<file path="src/rtl/srng_pkg.sv">
// ============================================================================
// srng_pkg : register map, field positions and ID constants for srng_regif
// Revision : 1.0
// ============================================================================
`default_nettype none

package srng_pkg;

    localparam logic [7:0] ADDR_NAME0             = 8'h00;
    localparam logic [7:0] ADDR_NAME1             = 8'h01;
    localparam logic [7:0] ADDR_VERSION           = 8'h02;
    localparam logic [7:0] ADDR_CTRL              = 8'h08;
    localparam logic [7:0] ADDR_STATUS            = 8'h09;
    localparam logic [7:0] ADDR_NUM_DIGESTS       = 8'h0a;
    localparam logic [7:0] ADDR_NUM_SAMPLE_CYCLES = 8'h0b;
    localparam logic [7:0] ADDR_DATA              = 8'h10;

    localparam int CTRL_FLUSH_BIT   = 0;
    localparam int CTRL_CLR_ERR_BIT = 1;
    localparam int STATUS_READY_BIT = 0;
    localparam int STATUS_ERROR_BIT = 1;

    localparam logic [31:0] NAME0_VALUE   = 32'h73726e67;
    localparam logic [31:0] NAME1_VALUE   = 32'h20202020;
    localparam logic [31:0] VERSION_VALUE = 32'h302e3130;

endpackage

`default_nettype wire

</file>
<file path="src/rtl/srng_fifo.sv">
// ============================================================================
// srng_fifo : synchronous digest FIFO with push, pop, flush and level count
// Revision  : 1.0
// ============================================================================
`default_nettype none

module srng_fifo #(
    parameter int ADDR_BITS = 3
) (
    input  logic                 clk,
    input  logic                 reset_n,
    input  logic                 push,
    input  logic [31:0]          push_data,
    input  logic                 pop,
    input  logic                 flush,
    output logic [31:0]          head,
    output logic [ADDR_BITS:0]   level,
    output logic                 full,
    output logic                 empty
);

    localparam logic [ADDR_BITS:0] DEPTH = (ADDR_BITS + 1)'(1) << ADDR_BITS;

    logic [31:0]          mem [0:(1 << ADDR_BITS) - 1];
    logic [ADDR_BITS-1:0] wr_ptr;
    logic [ADDR_BITS-1:0] rd_ptr;
    logic                 push_ok;
    logic                 pop_ok;

    assign full    = (level == DEPTH);
    assign empty   = (level == '0);
    assign push_ok = push && !full;
    assign pop_ok  = pop && !empty;
    assign head    = mem[rd_ptr];

    // Storage has no reset; a word written in a flush cycle is orphaned by the pointer clear.
    always_ff @(posedge clk) begin
        if (push_ok) begin
            mem[wr_ptr] <= push_data;
        end
    end

    always_ff @(posedge clk or negedge reset_n) begin
        if (!reset_n) begin
            wr_ptr <= '0;
            rd_ptr <= '0;
            level  <= '0;
        end else if (flush) begin
            wr_ptr <= '0;
            rd_ptr <= '0;
            level  <= '0;
        end else begin
            if (push_ok) begin
                wr_ptr <= wr_ptr + 1'b1;
            end
            if (pop_ok) begin
                rd_ptr <= rd_ptr + 1'b1;
            end
            case ({push_ok, pop_ok})
                2'b10:   level <= level + 1'b1;
                2'b01:   level <= level - 1'b1;
                default: level <= level;
            endcase
        end
    end

endmodule

`default_nettype wire

</file>
<file path="src/rtl/srng_regif.sv">
// ============================================================================
// srng_regif : register-bus responder serving buffered digests and config
// Revision   : 1.0
// ============================================================================
`default_nettype none

module srng_regif
    import srng_pkg::*;
#(
    parameter int          FIFO_ADDR_BITS            = 3,
    parameter logic [7:0]  DEFAULT_NUM_DIGESTS       = 8'h10,
    parameter logic [23:0] DEFAULT_NUM_SAMPLE_CYCLES = 24'h001000
) (
    input  logic        clk,
    input  logic        reset_n,
    input  logic        cs,
    input  logic        we,
    input  logic [7:0]  address,
    input  logic [31:0] write_data,
    output logic [31:0] read_data,
    input  logic [31:0] entropy_data,
    input  logic        entropy_valid,
    output logic        entropy_ready,
    output logic [7:0]  num_digests,
    output logic [23:0] num_sample_cycles
);

    logic                    rd_en;
    logic                    wr_en;
    logic                    data_rd;
    logic                    ctrl_wr;
    logic                    fifo_push;
    logic                    fifo_pop;
    logic                    fifo_flush;
    logic                    empty_rd;
    logic                    error;
    logic [31:0]             head;
    logic [FIFO_ADDR_BITS:0] level;
    logic                    full;
    logic                    empty;
    logic [31:0]             status;
    logic                    unused_write_data;

    assign rd_en      = cs && !we;
    assign wr_en      = cs && we;
    assign data_rd    = rd_en && (address == ADDR_DATA);
    assign ctrl_wr    = wr_en && (address == ADDR_CTRL);
    assign fifo_push  = entropy_valid && !full;
    assign fifo_pop   = data_rd && !empty;
    assign fifo_flush = ctrl_wr && write_data[CTRL_FLUSH_BIT];
    assign empty_rd   = data_rd && empty;

    assign entropy_ready     = !full;
    assign unused_write_data = ^write_data[31:24];

    srng_fifo #(
        .ADDR_BITS (FIFO_ADDR_BITS)
    ) u_fifo (
        .clk       (clk),
        .reset_n   (reset_n),
        .push      (fifo_push),
        .push_data (entropy_data),
        .pop       (fifo_pop),
        .flush     (fifo_flush),
        .head      (head),
        .level     (level),
        .full      (full),
        .empty     (empty)
    );

    // Sticky error: a same-cycle empty DATA read overrides the clear.
    always_ff @(posedge clk or negedge reset_n) begin
        if (!reset_n) begin
            error <= 1'b0;
        end else if (empty_rd) begin
            error <= 1'b1;
        end else if (ctrl_wr && write_data[CTRL_CLR_ERR_BIT]) begin
            error <= 1'b0;
        end
    end

    always_ff @(posedge clk or negedge reset_n) begin
        if (!reset_n) begin
            num_digests       <= DEFAULT_NUM_DIGESTS;
            num_sample_cycles <= DEFAULT_NUM_SAMPLE_CYCLES;
        end else if (wr_en) begin
            if (address == ADDR_NUM_DIGESTS) begin
                num_digests <= write_data[7:0];
            end
            if (address == ADDR_NUM_SAMPLE_CYCLES) begin
                num_sample_cycles <= write_data[23:0];
            end
        end
    end

    always_comb begin
        status                   = '0;
        status[STATUS_READY_BIT] = !empty;
        status[STATUS_ERROR_BIT] = error;
        status[15:8]             = 8'(level);
    end

    always_comb begin
        read_data = '0;
        if (rd_en) begin
            case (address)
                ADDR_NAME0:             read_data = NAME0_VALUE;
                ADDR_NAME1:             read_data = NAME1_VALUE;
                ADDR_VERSION:           read_data = VERSION_VALUE;
                ADDR_STATUS:            read_data = status;
                ADDR_NUM_DIGESTS:       read_data = {24'h0, num_digests};
                ADDR_NUM_SAMPLE_CYCLES: read_data = {8'h0, num_sample_cycles};
                ADDR_DATA:              read_data = empty ? 32'h0 : head;
                default:                read_data = '0;
            endcase
        end
    end

endmodule

`default_nettype wire

</file>
<file path="config.mk">
export PLATFORM = sky130hd
export DESIGN_NAME = srng_regif
export DESIGN_NICKNAME = d
export VERILOG_FILES = /design/src/rtl/srng_pkg.sv /design/src/rtl/srng_fifo.sv /design/src/rtl/srng_regif.sv
export SDC_FILE = /design/constraint.sdc
export NUM_CORES = 1
export LEC_CHECK = 0
export CORE_ASPECT_RATIO = 0.6
export CORE_MARGIN = 4
export CORE_UTILIZATION = 56
export DETAILED_ROUTE_END_ITERATION = 8
export HOLD_SLACK_MARGIN = 0.1
export PLACE_DENSITY_LB_ADDON = 0.05
export SYNTH_ARGS = -nofsm -noshare
export SYNTH_HDL_FRONTEND = slang
export SYNTH_HIERARCHICAL = 1
export SYNTH_SLANG_ARGS = --single-unit
</file>
<file path="constraint.sdc">
create_clock -name clk -period 4.75 [get_ports clk]
set_input_delay 0.475 -clock clk [delete_from_list [all_inputs] [get_ports clk]]
set_output_delay 0.475 -clock clk [all_outputs]
set_load 0.005 [all_outputs]
</file>
## Word-level counts from Yosys, hierarchy flattened

Memories as Yosys holds them, arrays and structs flattened.
Cells that the tools add are included.

- Flip-flop bits (word level): 43
- RAM bits: 256
- Bits of input ports: 77
- Output and inout bits: 65
- Logic and storage cells: 56
- Memories: 1

- Add/subtract/negate cells: 4
- Eq/ne operators: 10
- Muxes and demuxes: 13
- Reduce and logical (&&, ||, !) cells: 22

Memory list:

| name | depth | width | read ports | clocked after memory_dff | write ports | RTL line | text |
|---|---|---|---|---|---|---|---|
| u_fifo.mem | 8 | 32 | 1 | 0 | 1 | srng_fifo.sv:24 | `logic [31:0] mem [0:(1 << ADDR_BITS) - 1];` |

Operators with widths:

| cell | number |
|---|---|
| $pmux 32 s7 | 1 |
| $mux 32 | 2 |
| $eq 8x4->1 const B | 4 |
| $mux 3 | 4 |
| $logic_and 1x1->1 | 11 |
| $eq 8x1->1 const B | 1 |
| $eq 8x2->1 const B | 1 |
| $eq 8x5->1 const B | 1 |
| $logic_not 8->1 | 1 |
| $pmux 4 s2 | 1 |
| $add 3x1->3 const B | 2 |
| $reduce_bool 2->1 | 3 |
| $add 4x1->4 const B | 1 |
| $eq 4x4->1 const B | 1 |
| $logic_not 4->1 | 1 |
| $mux 1 | 4 |
| $mux 4 | 1 |
| $reduce_and 2->1 | 2 |
| $sub 4x1->4 const B | 1 |
| $logic_not 1->1 | 3 |
| $reduce_bool 3->1 | 1 |
| $eq 2x1->1 const B | 1 |
| $eq 2x2->1 const B | 1 |

## Depth between registers and ports, before layout

Gate-level depths: netlist (run 1).

- Word-level depth: 8
- Mapped depth: 11
- Gate-level depth less buffers: 10

## By module

Netlist (run 1), hierarchy kept.

Modules (own cells, without submodules):

| module | instances | cells an instance | area an instance (um^2) | sequential area each (um^2) |
|---|---|---|---|---|
| srng_fifo | 1 | 449 | 10309.9 | 7937.6 |
| srng_regif | 1 | 214 | 2077.0 | 828.3 |

## Worst setup path before layout (run 1)

OpenSTA, ideal clock, no wires.

- Kind: flip-flop to flip-flop
- From: reg u_fifo.level[2]
- To: mem u_fifo.mem[0][0], enable pin
- Library setup time: 0.461 ns
- Arrival: 3.871 ns
- Data required time: 4.289 ns
- Path slack: 0.418 ns
- Stages on the path, launching flop included: 8
- Buffers on the path: 1
- Period minus slack after synthesis: 4.332 ns
- Cell sequence: dfrtp_1 -> or4b_2 -> inv_1 -> nor2b_1 -> buf_2 -> nand2_1 -> or2_2 -> nor3_1

- Word-level cells in the longest chain between the ends: 6

Ends and longest elaborated chain:

| element | RTL line | text |
|---|---|---|
| start, declared | srng_fifo.sv:17 | `output logic [ADDR_BITS:0] level,` |
| start signal, assigned | srng_fifo.sv:60 | `2'b10: level <= level + 1'b1;` |
| start signal, assigned | srng_fifo.sv:61 | `2'b01: level <= level - 1'b1;` |
| start signal, assigned | srng_fifo.sv:62 | `default: level <= level;` |
| $eq 4x4->1 | srng_fifo.sv:30 | `assign full = (level == DEPTH);` |
| via full | srng_regif.sv:39 | `logic full;` |
| $logic_not 1->1 | srng_regif.sv:48 | `assign fifo_push = entropy_valid && !full;` |
| $logic_and 1x1->1 | srng_regif.sv:48 |  |
| via fifo_push | srng_regif.sv:32 | `logic fifo_push;` |
| $logic_and 1x1->1 | srng_fifo.sv:32 | `assign push_ok = push && !full;` |
| $mux 1 | srng_fifo.sv:38 | `if (push_ok) begin` |
| $mux 1 (not written as such) | srng_fifo.sv:39 | `mem[wr_ptr] <= push_data;` |
| end, declared | srng_fifo.sv:24 |  |

The timed path passes the listed nets, and every way through them passes these cells.

## Final worst setup path (run 1)

- From: in address[2]
- To: out read_data[2]

- Word-level cells in the longest chain between the ends: 3
- Elaborated cells on any way between the ends: 9
- Those cells by class: eq/ne: 6; mux: 2; reduce/logical: 1

Ends and longest elaborated chain:

| element | RTL line | text |
|---|---|---|
| start, declared | srng_regif.sv:18 | `input logic [7:0] address,` |
| $eq 8x5->1, or another cell as far along | srng_regif.sv:106 | `case (address)` |
| $pmux 32 s7 * | srng_regif.sv:106 |  |
| $mux 32 * | srng_regif.sv:105 | `if (rd_en) begin` |
| end, declared | srng_regif.sv:20 | `output logic [31:0] read_data,` |

Every way passes the cells marked *; elsewhere a longest branch is shown, timed or not.

==> impl_metrics.ini, run 1 <==
[floorplan]
fp.dieArea_sq_um = 24600
num_rows = 41
die_w_microns = 200
dieHeight_microns = 123
start_util_pct = 57.9
io_pins = 142
fp.coreArea_sq_um = 21400

[sta]
relSlewSlack_pct = 21.2
fin_ws_ns = 0.931
tightest_slew_ns = 1.18
setup_viol = 0
post-route-period-util_pct = 80.4
setup_tns_ns = 0
grt_setup_unrepaired = no
maxSlewViolCount = 0
fin_skew_ns = 0.0156
hold_ws_ns = 0.136
hold_viol_final = 0
post-route-min-period_ns = 3.82
fmax_mhz = 262

[cts]
post_cts_resized = 0
ctsRootBufferMaster = clkbuf_16
clk_pin_slew_ns = 0.06
numClockSinks = 299
clockBufferDepth = 3
ctsHoldBuffers = 0
tritoncts = yes
cts_setup_buffers = 0
numCtsBuffers = 26
htree_levels = 1
clock_latency_ns = 0.53

[global_routing]
grt_pass1_wl_microns = 40600
track_usage_pct = 21.7
grt_pass1_vias = 6940
grt_antenna_before_repair = 1
grt-ovfl-total = 0
grt_max_degree = 50

[outcome]
status = completed

[flow_run]
maxCapViolations = 0

[setup_path]
cp_max_fo = 26
r2r_slack_ns = 1.29
cp-end-kind = output port
cp_data_arrival_time_ns = 3.34
startpoint_type = input port
reg2reg_depth = 7
worstSetupPathType = input port to output port
worstReg2RegEnd = u_fifo/mem[0][4]$_DFFE_PP_
crit_required_ns = 4.28
regToRegStartpoint = u_fifo/level[1]$_DFFE_PN0P_

[final_layout]
stdcell_count = 1112
final_area_sq_um = 15000
fillers = 1354
drive_gt1_share_pct = 24.5
final_common_cell = edfxtp_1
antenna_cells = 0
final_cell_mix = 256 x edfxtp_1, 132 x clkdlybuf4s50_1, 64 x mux4_2
area_delta_synth_final_pct = 21.1
nets = 894

[route]
ant_nets = 0
drt_iter0_markers = 469
first_pass_iters = 5
detail_route.wl_per_cell_microns = 23.6
wl_microns = 26300
vias_per_cell = 6.03
vias = 6709
drc = 0

[power_and_ir_drop]
power_leakage_nw = 4.95
cellPowerDensity_nw_per_um2 = 423
ir_drop_v = 0.000304

[placed_design]
placed_area_sq_um = 14100
placed_cells = 1064
preCtsSetupSlack_ns = 0.943
gp_congestion = 0.847
portBuffers = 133
dp.final_hpwl_microns = 17100

[yosys]
ys_ff_latch = 299
netlist_area_sq_um = 12400
synth-edff-count = 256
syn-num-nets = 744
synth_cell_type_count = 56
synth.avg_cell_area_sq_um = 18.7
synthFlopType = edfxtp_1
yosysWarnings = 6
ys_seq_area_share_pct = 70.8
syn_inst = 663
async_flop_share_pct = 14.4

[worst_hold_path]
hp-class = input port to async pin
[stage by stage]
stage / utilization, % / total power, W
after floorplan: - / 0.00390
after CTS: 70.1 / 0.00640
after global placement: 66.0 / 0.00422
final: 70.1 / 0.00635
after detailed placement: 66.0 / 0.00428
after global routing: 70.1 / 0.00661
[Yosys cell counts (2+ instances only)]
cell        n  area (sq um)
edfxtp_1  256          7690
mux4_2     64          1440
mux2_2     44           495
dfrtp_1    41          1030
nor2_1     36           135
nand2_1    29           109
a21oi_1    25           125
mux2_1     20           225
clkbuf_1   14          52.6
buf_2      11          55.1
mux2i_1    11           110
o21ai_0     9          45.0
a22oi_1     8          60.1
nor3_1      8          40.0
a221oi_1    6          52.6
buf_1       6          22.5
nand3_1     5          25.0
and2_1      4          25.0
buf_4       4          30.0
buf_6       4          45.0
ha_1        4          50.1
inv_1       4          15.0
nand2b_1    4          25.0
nor4_1      4          25.0
o31ai_1     4          30.0
xor2_1      3          26.3
dfstp_2     2          52.6
nand3b_1    2          15.0
nor2b_1     2          12.5
nor4_4      2          42.5
xnor2_1     2          17.5
[report_power, final]
part,switching [W],internal [W]
clock,0.000890,0.00125
sequential,0.000158,0.00323
combinational,0.000466,0.000354
total,0.00151,0.00483
[final cells by class]
cell class | instances | area [sq um] | share of cell area (%)
Clock buffer | 34 | 691 | 4.61
Clock inverter | 14 | 179 | 1.19
Inverter | 4 | 15.0 | 0.100
Multi-Input combinational cell | 321 | 3440 | 23.0
Sequential cell | 299 | 8770 | 58.5
Tap cell | 279 | 349 | 2.33
Timing Repair Buffer | 161 | 1550 | 10.3
[critical path: stages]
cell and delay [ns]:
clkdlybuf4s50_1 0.40, or4_4 0.66, nor2_1 0.17, o2111ai_2 0.63
a21oi_1 0.44, clkdlybuf4s50_1 0.57
[registers in the layout (all words and copies together), names as in the netlist]
register	flops
u_fifo/mem	256
num_sample_cycles	24
num_digests	8
u_fifo/level	4
u_fifo/rd_ptr	3
u_fifo/wr_ptr	3
error	1
[per-layer routing]
layer	part of all wire (%)	global-route usage [%]	wire length, microns
met1	45	32.6	11900
met2	48	34.4	12700
met3	4.5	3.38	1170
met4	1.9	4.79	493
met5	0.049	0	13
[worst max path at each step]
stage / from / endpoint / depth (start not counted)
after detailed placement: address[2] / read_data[2] / 6
after CTS: u_fifo/rd_ptr[0]$_DFFE_PN0P_ / read_data[18] / 6
after global placement: address[2] / read_data[17] / 6
final: address[2] / read_data[2] / 6
after global routing: u_fifo/rd_ptr[0]$_DFFE_PN0P_ / read_data[12] / 6
after floorplan: u_fifo/level[2]$_DFFE_PN0P_ / u_fifo/mem[0][0]$_DFFE_PP_ / 7
[cells by family (layout without fill, tap and decap cells)]
family	count (synthesis)	in the layout	synth area share, %
flip-flops	299	299	70.8
XOR/XNOR	5	5	0.354
adder cells (fa/ha/maj)	4	4	0.404
AND/OR/NAND/NOR	108	108	4.52
multiplexers	140	140	18.5
buffers and inverters	43	213	1.78
AO/OA/AOI/OAI	64	64	3.72
(Power assumes the default switching activity.)
==> run 2, diff against run 1 <==
- CORE_UTILIZATION: 56 -> 51
- clock period: 4.75 -> 3.2 ns (I/O delays scaled with it)
==> impl_metrics.ini, run 2 (synthesis results as in run 1) <==
[outcome]
status = finished with violations
violations = setup timing

[sta]
relSlewSlack_pct = 33.3
fin_ws_ns = -0.0186
tightest_slew_ns = 1.00
maxSlewViolCount = 0
hold_viol_final = 0
setup_viol = 2
post-route-period-util_pct = 101
fin_skew_ns = 0.00933
post-route-min-period_ns = 3.22
setup_tns_ns = -0.0237
fmax_mhz = 311
hold_ws_ns = 0.377
grt_setup_unrepaired = yes

[final_layout]
largest-register = u_fifo/mem
final_common_cell = edfxtp_1
final_area_sq_um = 15600
reg_top3 = u_fifo/mem x256, num_sample_cycles x24, num_digests x8
largest_register_ff_count = 256
fillers = 1556
drive_gt1_share_pct = 29.2
fin_util_pct = 66.5
final_cell_mix = 256 x edfxtp_1, 117 x clkdlybuf4s50_1, 64 x mux4_2
multiInputGateArea_sq_um = 3540
area_delta_synth_final_pct = 26.3
regArea_sq_um = 8770
nets = 939

[floorplan]
dieHeight_microns = 129
die_w_microns = 209
fp.dieArea_sq_um = 26900
io_pins = 142
start_util_pct = 52.7
fp.coreArea_sq_um = 23500
num_rows = 43

[setup_path]
startpoint_type = register
cp_data_arrival_time_ns = 2.90
crit_required_ns = 2.88
worstSetupPathType = register to output port
cp-end-kind = output port
cp_max_fo = 6
critPathLaunch = u_fifo/rd_ptr[0]$_DFFE_PN0P_
regToRegStartpoint = u_fifo/level[2]$_DFFE_PN0P_

[route]
vias_per_cell = 5.78
first_pass_iters = 5
drt_iter0_markers = 437
ant_nets = 0
detail_route.wl_per_cell_microns = 24.1
drc = 0
wl_microns = 28800
vias = 6899

[global_routing]
track_usage_pct = 21.0
grt_pass1_wl_microns = 43300
grt_antenna_before_repair = 2
grt_max_degree = 44
grt-ovfl-total = 0
grt_pass1_vias = 7151

[placed_design]
dp.final_hpwl_microns = 18800
placed_area_sq_um = 14600
portBuffers = 133
gp_congestion = 0.858
preCtsSetupSlack_ns = 0.0210

[power_and_ir_drop]
ir_drop_v = 0.000548
cellPowerDensity_nw_per_um2 = 602
power_leakage_nw = 5.47

[cts]
htree_levels = 1
tritoncts = yes
numClockSinks = 299
clk_pin_slew_ns = 0.07
numCtsBuffers = 26
clockBufferDepth = 3
clock_latency_ns = 0.54
ctsRootBufferMaster = clkbuf_16

[flow_run]
maxCapViolations = 0

[worst_hold_path]
min_from = write_data[14]
hp-class = input port to register
run 2: cell count changes in the layout (fill, tap and decap cells not counted), sizes merged:
cell           delta
bufinv            -3
clkinv            +4
buf              +42
dlymetal6s2s     +13
clkdlybuf4s50    -15
inv               +1
diode             +1
dlygate4sd2       +2
dlygate4sd3       +1
run 2: path summary, 6_finish.rpt:
check	end	depth (start not counted)	slack [ns]
max	read_data[14]	7	-0.02
min	num_sample_cycles[14]$_DFFE_PN0P_	2	0.38
max reg2reg	u_fifo/level[3]$_DFFE_PN0P_	10	0.23
min reg2reg	error$_DFFE_PN0P_	1	0.51
max in group asynchronous	u_fifo/rd_ptr[0]$_DFFE_PN0P_	2	1.99
min in group asynchronous	num_sample_cycles[9]$_DFFE_PN0P_	2	0.49
run 2: worst max-delay path: stages (launching register included):
cell and delay (ns):
dfrtp_4 0.42, buf_4 0.20, clkbuf_16 0.18, mux4_2 0.50, mux2_2 0.32, a22oi_1 0.17, a21oi_1 0.09, clkdlybuf4s50_1 0.48
run 2: area by class of cell:
cell class | count | share of cell area, %
Antenna cell | 1 | 0.0160
Multi-Input combinational cell | 321 | 22.7
Tap cell | 315 | 2.52
Clock inverter | 16 | 0.768
Inverter | 4 | 0.0960
Timing Repair Buffer | 206 | 13.6
Sequential cell | 299 | 56.1
Clock buffer | 32 | 4.30
run 2: metal layers:
metal	track usage [%]	up-vias	share of wire (%)
met1	32.1	3588	45
met2	32.8	209	48
met5	0	-	0.14
met3	4.02	32	5.8
met4	3.45	4	1.2
li1	-	3066	-
run 2: per-stage QoR:
step / std cells / power [W]
2_1_floorplan: 663 / 0.00581
3_3_place_gp: 1124 / 0.00644
3_5_place_dp: 1124 / 0.00651
4_1_cts: 1184 / 0.00950
5_1_grt: 1193 / 0.00983
6_report: 1194 / 0.00942
run 2: power breakdown:
part	switching, W	internal (W)	total (W)
Clock	0.00136	0.00159	0.00295
Combinational	0.000857	0.000652	0.00151
Sequential	0.000159	0.00480	0.00496
Total	0.00238	0.00704	0.00942
run 2: timing repair:
item,in CTS,in global routing
pin swaps,0,1
resized for setup,9,22
setup endpoints to repair,30,23
cloned,0,2
endpoints found under the hold margin,41,0
setup buffers,12,7
hold buffers,1,0
==> run 3, diff against run 2 <==
- clock period: 3.2 -> 2.8 ns (I/O delays scaled with it)
==> impl_metrics.ini, run 3 (synthesis results as in run 1) <==
[sta]
grt_setup_unrepaired = yes
fin_skew_ns = 0.00829
fin_ws_ns = -0.118
tightest_slew_ns = 1.09
hold_viol_final = 0
setup_viol = 16
post-route-period-util_pct = 104
maxSlewViolCount = 0
post-route-min-period_ns = 2.92
fmax_mhz = 343
relSlewSlack_pct = 27.5

[setup_path]
regToRegStartpoint = u_fifo/level[3]$_DFFE_PN0P_
startpoint_type = register
cp_max_fo = 4
crit_required_ns = 2.52
cp-end-kind = output port
worstSetupPathType = register to output port
r2r_slack_ns = 0.15
cp_data_arrival_time_ns = 2.64
reg2reg_depth = 7
worstReg2RegEnd = u_fifo/mem[3][21]$_DFFE_PP_

[cts]
clk_pin_slew_ns = 0.06
ctsRootBufferMaster = clkbuf_16
tritoncts = yes
numCtsBuffers = 27
numClockSinks = 299
clock_latency_ns = 0.55
clockBufferDepth = 3
htree_levels = 1

[floorplan]
num_rows = 43
fp.coreArea_sq_um = 23500
die_w_microns = 209
start_util_pct = 52.7
dieHeight_microns = 129
io_pins = 142
fp.dieArea_sq_um = 26900

[route]
drt_iter0_markers = 457
drc = 0
ant_nets = 0
wl_microns = 29300
vias_per_cell = 5.76
detail_route.wl_per_cell_microns = 24.2
first_pass_iters = 6
vias = 6972

[global_routing]
grt_max_degree = 44
grt_pass1_wl_microns = 44400
track_usage_pct = 21.7
grt_pass1_vias = 7291
grt_antenna_before_repair = 1
grt-ovfl-total = 0

[power_and_ir_drop]
total_power_w = 0.0115
cellPowerDensity_nw_per_um2 = 717
power_leakage_nw = 5.57
ir_drop_v = 0.000642

[placed_design]
placed_area_sq_um = 14600
preCtsSetupSlack_ns = -0.269
dp.final_hpwl_microns = 18000
gp_congestion = 0.832
placed_cells = 1124
portBuffers = 133

[final_layout]
largest_register_ff_count = 256
area_delta_synth_final_pct = 30.0
nets = 954
largest-register = u_fifo/mem
stdcell_count = 1210
reg_top3 = u_fifo/mem x256, num_sample_cycles x24, num_digests x8
final_area_sq_um = 16100
final_cell_mix = 256 x edfxtp_1, 100 x clkdlybuf4s50_1, 64 x mux4_2
final_common_cell = edfxtp_1
drive_gt1_share_pct = 37.2
fin_util_pct = 68.5

[outcome]
violations = setup timing
status = finished with violations

[flow_run]
maxCapViolations = 0

[worst_hold_path]
min_from = write_data[17]
min_to = num_sample_cycles[17]$_DFFE_PN0P_
whs_path_depth = 2
hp-class = input port to register
run 3: how the worst max path moves through the flow:
stage	from	cells past startpoint	slack (ns)	endpoint
6_report	u_fifo/rd_ptr[0]$_DFFE_PN0P_	9	-0.12	read_data[26]
5_1_grt	u_fifo/rd_ptr[0]$_DFFE_PN0P_	8	-0.19	read_data[18]
4_1_cts	u_fifo/rd_ptr[0]$_DFFE_PN0P_	8	-0.19	read_data[3]
3_5_place_dp	address[3]	10	-0.27	u_fifo/level[3]$_DFFE_PN0P_
3_3_place_gp	address[2]	10	-0.21	u_fifo/level[3]$_DFFE_PN0P_
2_1_floorplan	u_fifo/level[3]$_DFFE_PN0P_	6	-0.26	u_fifo/mem[7][0]$_DFFE_PP_
run 3: what timing repair did:
action	CTS	global route
hold endpoints to repair	41	0
setup buffers	26	8
hold buffers	1	0
cloned	5	0
endpoints found under the setup margin	32	30
pin swaps	13	12
gates resized for setup	164	46
run 3: layer usage:
metal  routed length (microns)  GRT usage [%]  vias to the layer above
met4                       615           4.98                        2
li1                          -              -                     3092
met2                     13900           34.6                      222
met1                     12800           31.5                     3609
met3                      1920           4.82                       47
met5                        12              0                        -
run 3: area by class of cell:
cell class / count / area [sq um]
Clock inverter: 16 / 238
Timing Repair Buffer: 220 / 2230
Multi-Input combinational cell: 321 / 3720
Fill cell: 1519 / 7410
Antenna cell: 1 / 2.50
Tap cell: 315 / 394
Sequential cell: 299 / 8770
Clock buffer: 34 / 732
Inverter: 4 / 15.0
run 3: critical path, cell delays in order (launching register included):
cell	delay [ns]
dfrtp_4	0.52
buf_4	0.15
buf_6	0.13
buf_16	0.14
buf_6	0.11
buf_6	0.11
mux4_2	0.41
mux2_4	0.28
and2_4	0.14
buf_6	0.11
run 3: power breakdown:
group / switching [W] / internal [W]
clock network: 0.00158 / 0.00241
logic: 0.00102 / 0.000861
registers: 0.000186 / 0.00549
total: 0.00278 / 0.00876
run 3: metrics by stage:
| stage | TNS [ns] | hold slack [ns] |
|---|---|---|
| detailed placement | -5.78 | 0.502 |
| finish | -0.990 | 0.340 |
| floorplan | -30.37 | -0.0156 |
| global placement | -4.46 | 0.490 |
| global route | -2.50 | 0.326 |
| CTS | -2.11 | 0.315 |
